--- config.mk ---
export PLATFORM = sky130hd
export DESIGN_NAME = crop_writer
export DESIGN_NICKNAME = d
export VERILOG_FILES = /design/src/rtl/crop_pkg.sv /design/src/rtl/axis_out_reg.sv /design/src/rtl/crop_writer.sv
export SDC_FILE = /design/constraint.sdc
export NUM_CORES = 1
export LEC_CHECK = 0
export BUFFER_PORTS_ARGS = -buffer_cell sky130_fd_sc_hd__clkbuf_2
export CAP_MARGIN = 20
export CORE_AREA = 5 5 88 90
export DETAILED_ROUTE_END_ITERATION = 16
export DIE_AREA = 0 0 93 95
export PLACE_DENSITY = 0.83
export SLEW_MARGIN = 10
export SYNTH_ARGS = -nofsm -noshare
export SYNTH_HDL_FRONTEND = slang
export SYNTH_HIERARCHICAL = 1
export SYNTH_SLANG_ARGS = --single-unit
--- constraint.sdc ---
create_clock -name clk -period 3.5 [get_ports clk]
set_clock_uncertainty 0.1 [all_clocks]
set_input_delay 0.35 -clock clk [delete_from_list [all_inputs] [get_ports clk]]
set_output_delay 0.35 -clock clk [all_outputs]
set_load 0.005 [all_outputs]
--- src/rtl/crop_pkg.sv ---
// Shared types and helpers for the crop writer.
// Optional feature: CROP_WRITER_TLAST_EN adds a last-pixel flag to the output payload.
package crop_pkg;

    localparam int unsigned PIX_W = 8;

    // Frame-crop control states
    typedef enum logic [1:0] {
        IDLE     = 2'd0,
        WAIT_SOF = 2'd1,
        STREAM   = 2'd2,
        DRAIN    = 2'd3
    } state_t;

    // Output beat payload; tlast only exists when the feature is built in
    typedef struct packed {
`ifdef CROP_WRITER_TLAST_EN
        logic             last;
`endif
        logic [PIX_W-1:0] data;
    } pix_t;

    // Counter/origin width for a dimension of n entries (at least 1 bit)
    function automatic int unsigned cnt_w(input int unsigned n);
        return (n < 2) ? 1 : $clog2(n);
    endfunction

endpackage

--- src/rtl/axis_out_reg.sv ---
// Single-stage AXIS output register with ready pass-back.
// Ports:
//   clk, srst                    clock and synchronous active-high reset
//   push_valid, push_pix         beat offered by the producer
//   push_ready_c                 register can take a beat this cycle
//   tvalid, tpix, tready         AXIS master side
module axis_out_reg
    import crop_pkg::*;
(
    input  logic clk,
    input  logic srst,
    input  logic push_valid,
    input  pix_t push_pix,
    output logic push_ready_c,
    output logic tvalid,
    output pix_t tpix,
    input  logic tready
);

    logic valid_q;
    pix_t pix_q;

    // Space is available when empty or when the held beat leaves this cycle
    assign push_ready_c = !valid_q || tready;

    // Payload only changes when the register can advance, so it holds while stalled
    always_ff @(posedge clk) begin
        if (srst) begin
            valid_q <= 1'b0;
            pix_q   <= '0;
        end else if (push_ready_c) begin
            valid_q <= push_valid;
            if (push_valid) begin
                pix_q <= push_pix;
            end
        end
    end

    assign tvalid = valid_q;
    assign tpix   = pix_q;

endmodule

--- src/rtl/crop_writer.sv ---
// Crops an OUT_ROWS x OUT_COLS window out of one raster camera frame and
// streams it on an AXIS master, under an ap_start/ap_ready/ap_done handshake.
// Optional feature: CROP_WRITER_TLAST_EN adds m_axis_tlast on the last window pixel.
// Ports:
//   clk, srst                       clock and synchronous active-high reset
//   ap_start, ap_ready, ap_done     frame-level control handshake
//   crop_row, crop_col              window origin, sampled when ap_start is accepted
//   s_axis_tvalid/tready/tdata/tuser  camera input stream (tuser marks pixel (0,0))
//   m_axis_tvalid/tready/tdata(/tlast) cropped output stream
module crop_writer
    import crop_pkg::*;
#(
    parameter int unsigned IN_ROWS  = 480,
    parameter int unsigned IN_COLS  = 640,
    parameter int unsigned OUT_ROWS = 10,
    parameter int unsigned OUT_COLS = 10
) (
    input  logic                        clk,
    input  logic                        srst,
    input  logic                        ap_start,
    output logic                        ap_ready,
    output logic                        ap_done,
    input  logic [cnt_w(IN_ROWS)-1:0]   crop_row,
    input  logic [cnt_w(IN_COLS)-1:0]   crop_col,
    input  logic                        s_axis_tvalid,
    output logic                        s_axis_tready,
    input  logic [PIX_W-1:0]            s_axis_tdata,
    input  logic                        s_axis_tuser,
    output logic                        m_axis_tvalid,
    input  logic                        m_axis_tready,
    output logic [PIX_W-1:0]            m_axis_tdata
`ifdef CROP_WRITER_TLAST_EN
    ,
    output logic                        m_axis_tlast
`endif
);

    localparam int unsigned RW = cnt_w(IN_ROWS);
    localparam int unsigned CW = cnt_w(IN_COLS);

    localparam logic [RW-1:0] ROW_MAX    = RW'(IN_ROWS - OUT_ROWS);
    localparam logic [CW-1:0] COL_MAX    = CW'(IN_COLS - OUT_COLS);
    localparam logic [RW-1:0] ROW_LAST   = RW'(IN_ROWS - 1);
    localparam logic [CW-1:0] COL_LAST   = CW'(IN_COLS - 1);
    localparam logic [RW:0]   OUT_ROWS_X = (RW+1)'(OUT_ROWS);
    localparam logic [CW:0]   OUT_COLS_X = (CW+1)'(OUT_COLS);

    state_t        state_q, state_d;
    logic [RW-1:0] row_q, row_d, row0_q, row0_d, row_e;
    logic [CW-1:0] col_q, col_d, col0_q, col0_d, col_e;
    logic [RW:0]   row_off;
    logic [CW:0]   col_off;
    logic          in_win;
    logic          frame_end;
    logic          beat_ready;
    logic          take_beat;
    logic          push_valid;
    logic          push_ready_c;
    logic          out_valid;
    pix_t          push_pix;
    pix_t          out_pix;

    // Position of the beat on the input: a tuser beat is always pixel (0,0)
    always_comb begin
        row_e     = s_axis_tuser ? '0 : row_q;
        col_e     = s_axis_tuser ? '0 : col_q;
        // One extra bit: a position left of/above the origin wraps to a huge offset
        row_off   = (RW+1)'(row_e) - (RW+1)'(row0_q);
        col_off   = (CW+1)'(col_e) - (CW+1)'(col0_q);
        in_win    = (row_off < OUT_ROWS_X) && (col_off < OUT_COLS_X);
        frame_end = (row_e == ROW_LAST) && (col_e == COL_LAST);
    end

    // Next state, counters, origin latch and input handshake
    always_comb begin
        state_d    = state_q;
        row_d      = row_q;
        col_d      = col_q;
        row0_d     = row0_q;
        col0_d     = col0_q;
        beat_ready = 1'b0;
        take_beat  = 1'b0;
        push_valid = 1'b0;

        case (state_q)
            IDLE: begin
                if (ap_start) begin
                    row0_d  = (crop_row > ROW_MAX) ? ROW_MAX : crop_row;
                    col0_d  = (crop_col > COL_MAX) ? COL_MAX : crop_col;
                    row_d   = '0;
                    col_d   = '0;
                    state_d = WAIT_SOF;
                end
            end
            WAIT_SOF: begin
                // Pre-SOF beats are drained freely; the SOF beat may need output space
                beat_ready = (s_axis_tuser && in_win) ? push_ready_c : 1'b1;
                take_beat  = s_axis_tvalid && s_axis_tuser && beat_ready;
            end
            STREAM: begin
                // Out-of-window pixels never wait on the sink
                beat_ready = in_win ? push_ready_c : 1'b1;
                take_beat  = s_axis_tvalid && beat_ready;
            end
            DRAIN: begin
                if (!out_valid) begin
                    state_d = IDLE;
                end
            end
            default: state_d = IDLE;
        endcase

        if (take_beat) begin
            push_valid = in_win;
            if (frame_end) begin
                state_d = DRAIN;
                row_d   = '0;
                col_d   = '0;
            end else begin
                state_d = STREAM;
                if (col_e == COL_LAST) begin
                    col_d = '0;
                    row_d = row_e + RW'(1);
                end else begin
                    col_d = col_e + CW'(1);
                    row_d = row_e;
                end
            end
        end
    end

    // Output payload for the beat being pushed
    always_comb begin
        push_pix      = '0;
        push_pix.data = s_axis_tdata;
`ifdef CROP_WRITER_TLAST_EN
        push_pix.last = (row_e == row0_q + RW'(OUT_ROWS - 1)) &&
                        (col_e == col0_q + CW'(OUT_COLS - 1));
`endif
    end

    // State, counters and latched origin
    always_ff @(posedge clk) begin
        if (srst) begin
            state_q <= IDLE;
            row_q   <= '0;
            col_q   <= '0;
            row0_q  <= '0;
            col0_q  <= '0;
        end else begin
            state_q <= state_d;
            row_q   <= row_d;
            col_q   <= col_d;
            row0_q  <= row0_d;
            col0_q  <= col0_d;
        end
    end

    axis_out_reg u_out (
        .clk          (clk),
        .srst         (srst),
        .push_valid   (push_valid),
        .push_pix     (push_pix),
        .push_ready_c (push_ready_c),
        .tvalid       (out_valid),
        .tpix         (out_pix),
        .tready       (m_axis_tready)
    );

    // Control outputs are pure decodes of flops
    assign ap_ready      = (state_q == IDLE);
    assign ap_done       = (state_q == DRAIN) && !out_valid;
    assign s_axis_tready = beat_ready;
    assign m_axis_tvalid = out_valid;
    assign m_axis_tdata  = out_pix.data;
`ifdef CROP_WRITER_TLAST_EN
    assign m_axis_tlast  = out_pix.last;
`endif

endmodule

==> flow_summary.ini <==
[run_status]
outcome = completed

[clock_tree]
postCtsHoldBufs = 0
clk_pin_slew_ps = 90
cts_buffers = 5
cts_sinks = 49
clockBufferDepth = 2
clk_latency_ps = 300
h-tree-depth = 2
cts_tree = yes
root_buffer = clkbuf_8

[global_route]
grt_pass1_vias = 3534
antenna_found_initial = 0
grt_max_degree = 26
grt_use_met3 = 0.0343
grt.met2_usage = 0.383
grt_pass1_wl_mm = 15.4
grt-ovfl-total = 0
globalRouteTotalUtil = 0.214
top_usage_layer = met2
grtUsageMet1 = 0.247

[synth]
synthMuxAreaShare = 0.0117
yosys.area_share.simple = 0.284
ys_ff_latch = 49
synth_xor_area_frac = 0.0321
yosysTopAreaCellShare = 0.277
syn_area_mm2 = 0.00354
synth_area_leaders = dfxtp_1 (28%), ha_1 (8.1%), a21oi_1 (4.5%)
avgSynthCellArea_um2 = 7.96
synthFlopType = dfxtp_1
synth_most_common_cell = dfxtp_1
synthDistinctLibCells = 58
synth_cells = 445
ys_warn_count = 6
yosys.area.top_type = dfxtp_1
synthesis.nets = 503
synth-seq-area-share = 0.277
synthArstFlopShare = 0
netlist_top_cells_count = dfxtp_1 (49), nand2_1 (41), nor2_1 (40)
synth_top_family_by_area = simple AND/OR/NAND/NOR gates
synthAdderAreaFrac = 0.0925
synth_compound_area_frac = 0.233
synth_edf_count = 0

[route]
ant_nets = 0
viasPerCell = 5.78
first_iter_violations = 159
dr.pass1.iters = 4
drcViolationCount = 0
vias = 3513
drt_wl_total_mm = 9.28
wl_per_cell_um = 15.3

[sta]
rsz0062_at_grt = yes
hold_viol_final = 0
setup-tns-final_ps = 0
setup_viol = 0
max_freq_mhz = 292
slew_violations = 0
worst_pin_slew_ps = 521
fin_crit_sh = 0.978
setup_ws_ps = 77.8
relSlewSlack = 0.653
fin_crit_ps = 3420

[floorplanning]
start_util = 0.508
die_area_mm2 = 0.00884
core.rowCount = 31
ios = 45
coreArea_mm2 = 0.00698
die_h_um = 95
fp.dieW_um = 93

[layout]
post-route-util = 0.626
layout.nets = 583
area_growth_pct = 23.4
antenna_cells = 0
n_fill_cell = 586
drive_above_1_share = 0.279

[worst_hold_path]
hold_path.startpoint = s_axis_tdata[4]
min_path_type = input port to register

[place]
port_buffers = 44
place_ws_ps = -113
gp_congestion = 1.04
dpl.hpwl_mm = 6.97

[critical_path]
path_class = register to primary output
crit_arrival_ps = 2970
cp-start-kind = register
r2r_start = col_q[0]$_SDFFE_PP0P_
cp_max_fo = 4
crit_required_ps = 3050
setup.worst_path.start = row_q[3]$_SDFFE_PP0P_
worst_setup_path_end_kind = primary output

[power_and_ir_drop]
p_leak_nw = 1.94
ir_drop_mv = 0.174
p_total_mw = 1.32
power.density_mw_per_mm2 = 301

[flow_run]
drv_cap = 0
==> per-layer routing <==
layer	wire length [µm]	up-vias	share of wire
met5	0	-	0
met4	331	0	0.036
met3	465	32	0.050
met2	4620	105	0.50
met1	3860	1626	0.42
li1	-	1750	-
==> area by class of cell <==
type | instances | area [µm²] | area share
multi-input combinational | 345 | 2450 | 0.560
inverter | 35 | 131 | 0.0300
timing repair buffer | 89 | 583 | 0.133
tap | 82 | 103 | 0.0235
clock inverter | 2 | 37.5 | 0.00858
clock buffer | 6 | 82.6 | 0.0189
sequential | 49 | 987 | 0.226
==> flip-flops by register name, indices dropped and copies added (netlist names) <==
signal	flops
u_out/tpix	8
state_q	2
row_q	9
col_q	10
col0_q	10
u_out/tvalid	1
row0_q	9
==> report_power, final <==
part           leakage [nW]  total (mW)  internal (mW)  switching, mW
combinational          1.48       0.306          0.136          0.170
clock                0.0574       0.427          0.233          0.195
sequential            0.400       0.584          0.574         0.0101
==> kinds of logic (layout without fill, tap and decap cells) <==
| kind of cell | Yosys count | in the layout |
|---|---|---|
| buffers and inverters | 51 | 132 |
| AOI/OAI and AO/OA | 115 | 115 |
| DFF | 49 | 49 |
| adders and majority gates | 25 | 25 |
| xor gates and xnor gates | 13 | 13 |
| muxes | 4 | 4 |
| and+or+nand+nor | 188 | 188 |
==> through the flow <==
step | hold WS, ps | instances | area [µm²]
4_1_cts | 172 | 606 | 4260
5_1_grt | 187 | 608 | 4370
3_3_place_gp | 338 | 597 | 4130
6_report | 180 | 608 | 4370
3_5_place_dp | 345 | 597 | 4130
2_1_floorplan | 325 | 445 | 3600
==> worst max-delay path, stage by stage, from the launching register on <==
cell	delay, ps
dfxtp_1	380
nor2b_1	230
ha_1	310
nor2_1	150
a21oi_1	80
a21oi_1	270
o21ai_0	120
a2111o_1	440
nor4_4	310
o22ai_1	90
and2_1	160
clkbuf_2	110
==> path summary, 6_finish.rpt <==
| path | end | slack [ps] | depth (start not counted) |
|---|---|---|---|
| worst min register to register | col0_q[7]$_SDFFE_PP0P_ | 360 | 2 |
| worst max-delay path | s_axis_tready | 80 | 11 |
| worst max register to register | row_q[0]$_SDFFE_PP0P_ | 190 | 13 |
| worst min-delay path | u_out/tpix[4]$_SDFFE_PP0P_ | 180 | 3 |
==> placed cells by master, fill, tap and decap left out, drive strengths merged, types with 10 or more instances in the layout <==
| cell | count |
|---|---|
| nor2 | 41 |
| buf | 45 |
| inv | 35 |
| nand2 | 41 |
| nor3 | 10 |
| ha | 23 |
| o21ai | 10 |
| a211oi | 14 |
| nand3 | 24 |
| dfxtp | 49 |
| nand2b | 11 |
| nor2b | 21 |
| clkbuf | 50 |
| a21oi | 40 |
==> what timing repair did <==
| action | CTS | global route |
|---|---|---|
| setup endpoints to repair | 1 | 12 |
| setup buffers | 1 | 2 |
| gates resized for setup | 1 | 27 |
| pin swaps | 1 | 8 |
Power figures use the tool's default switching activity.
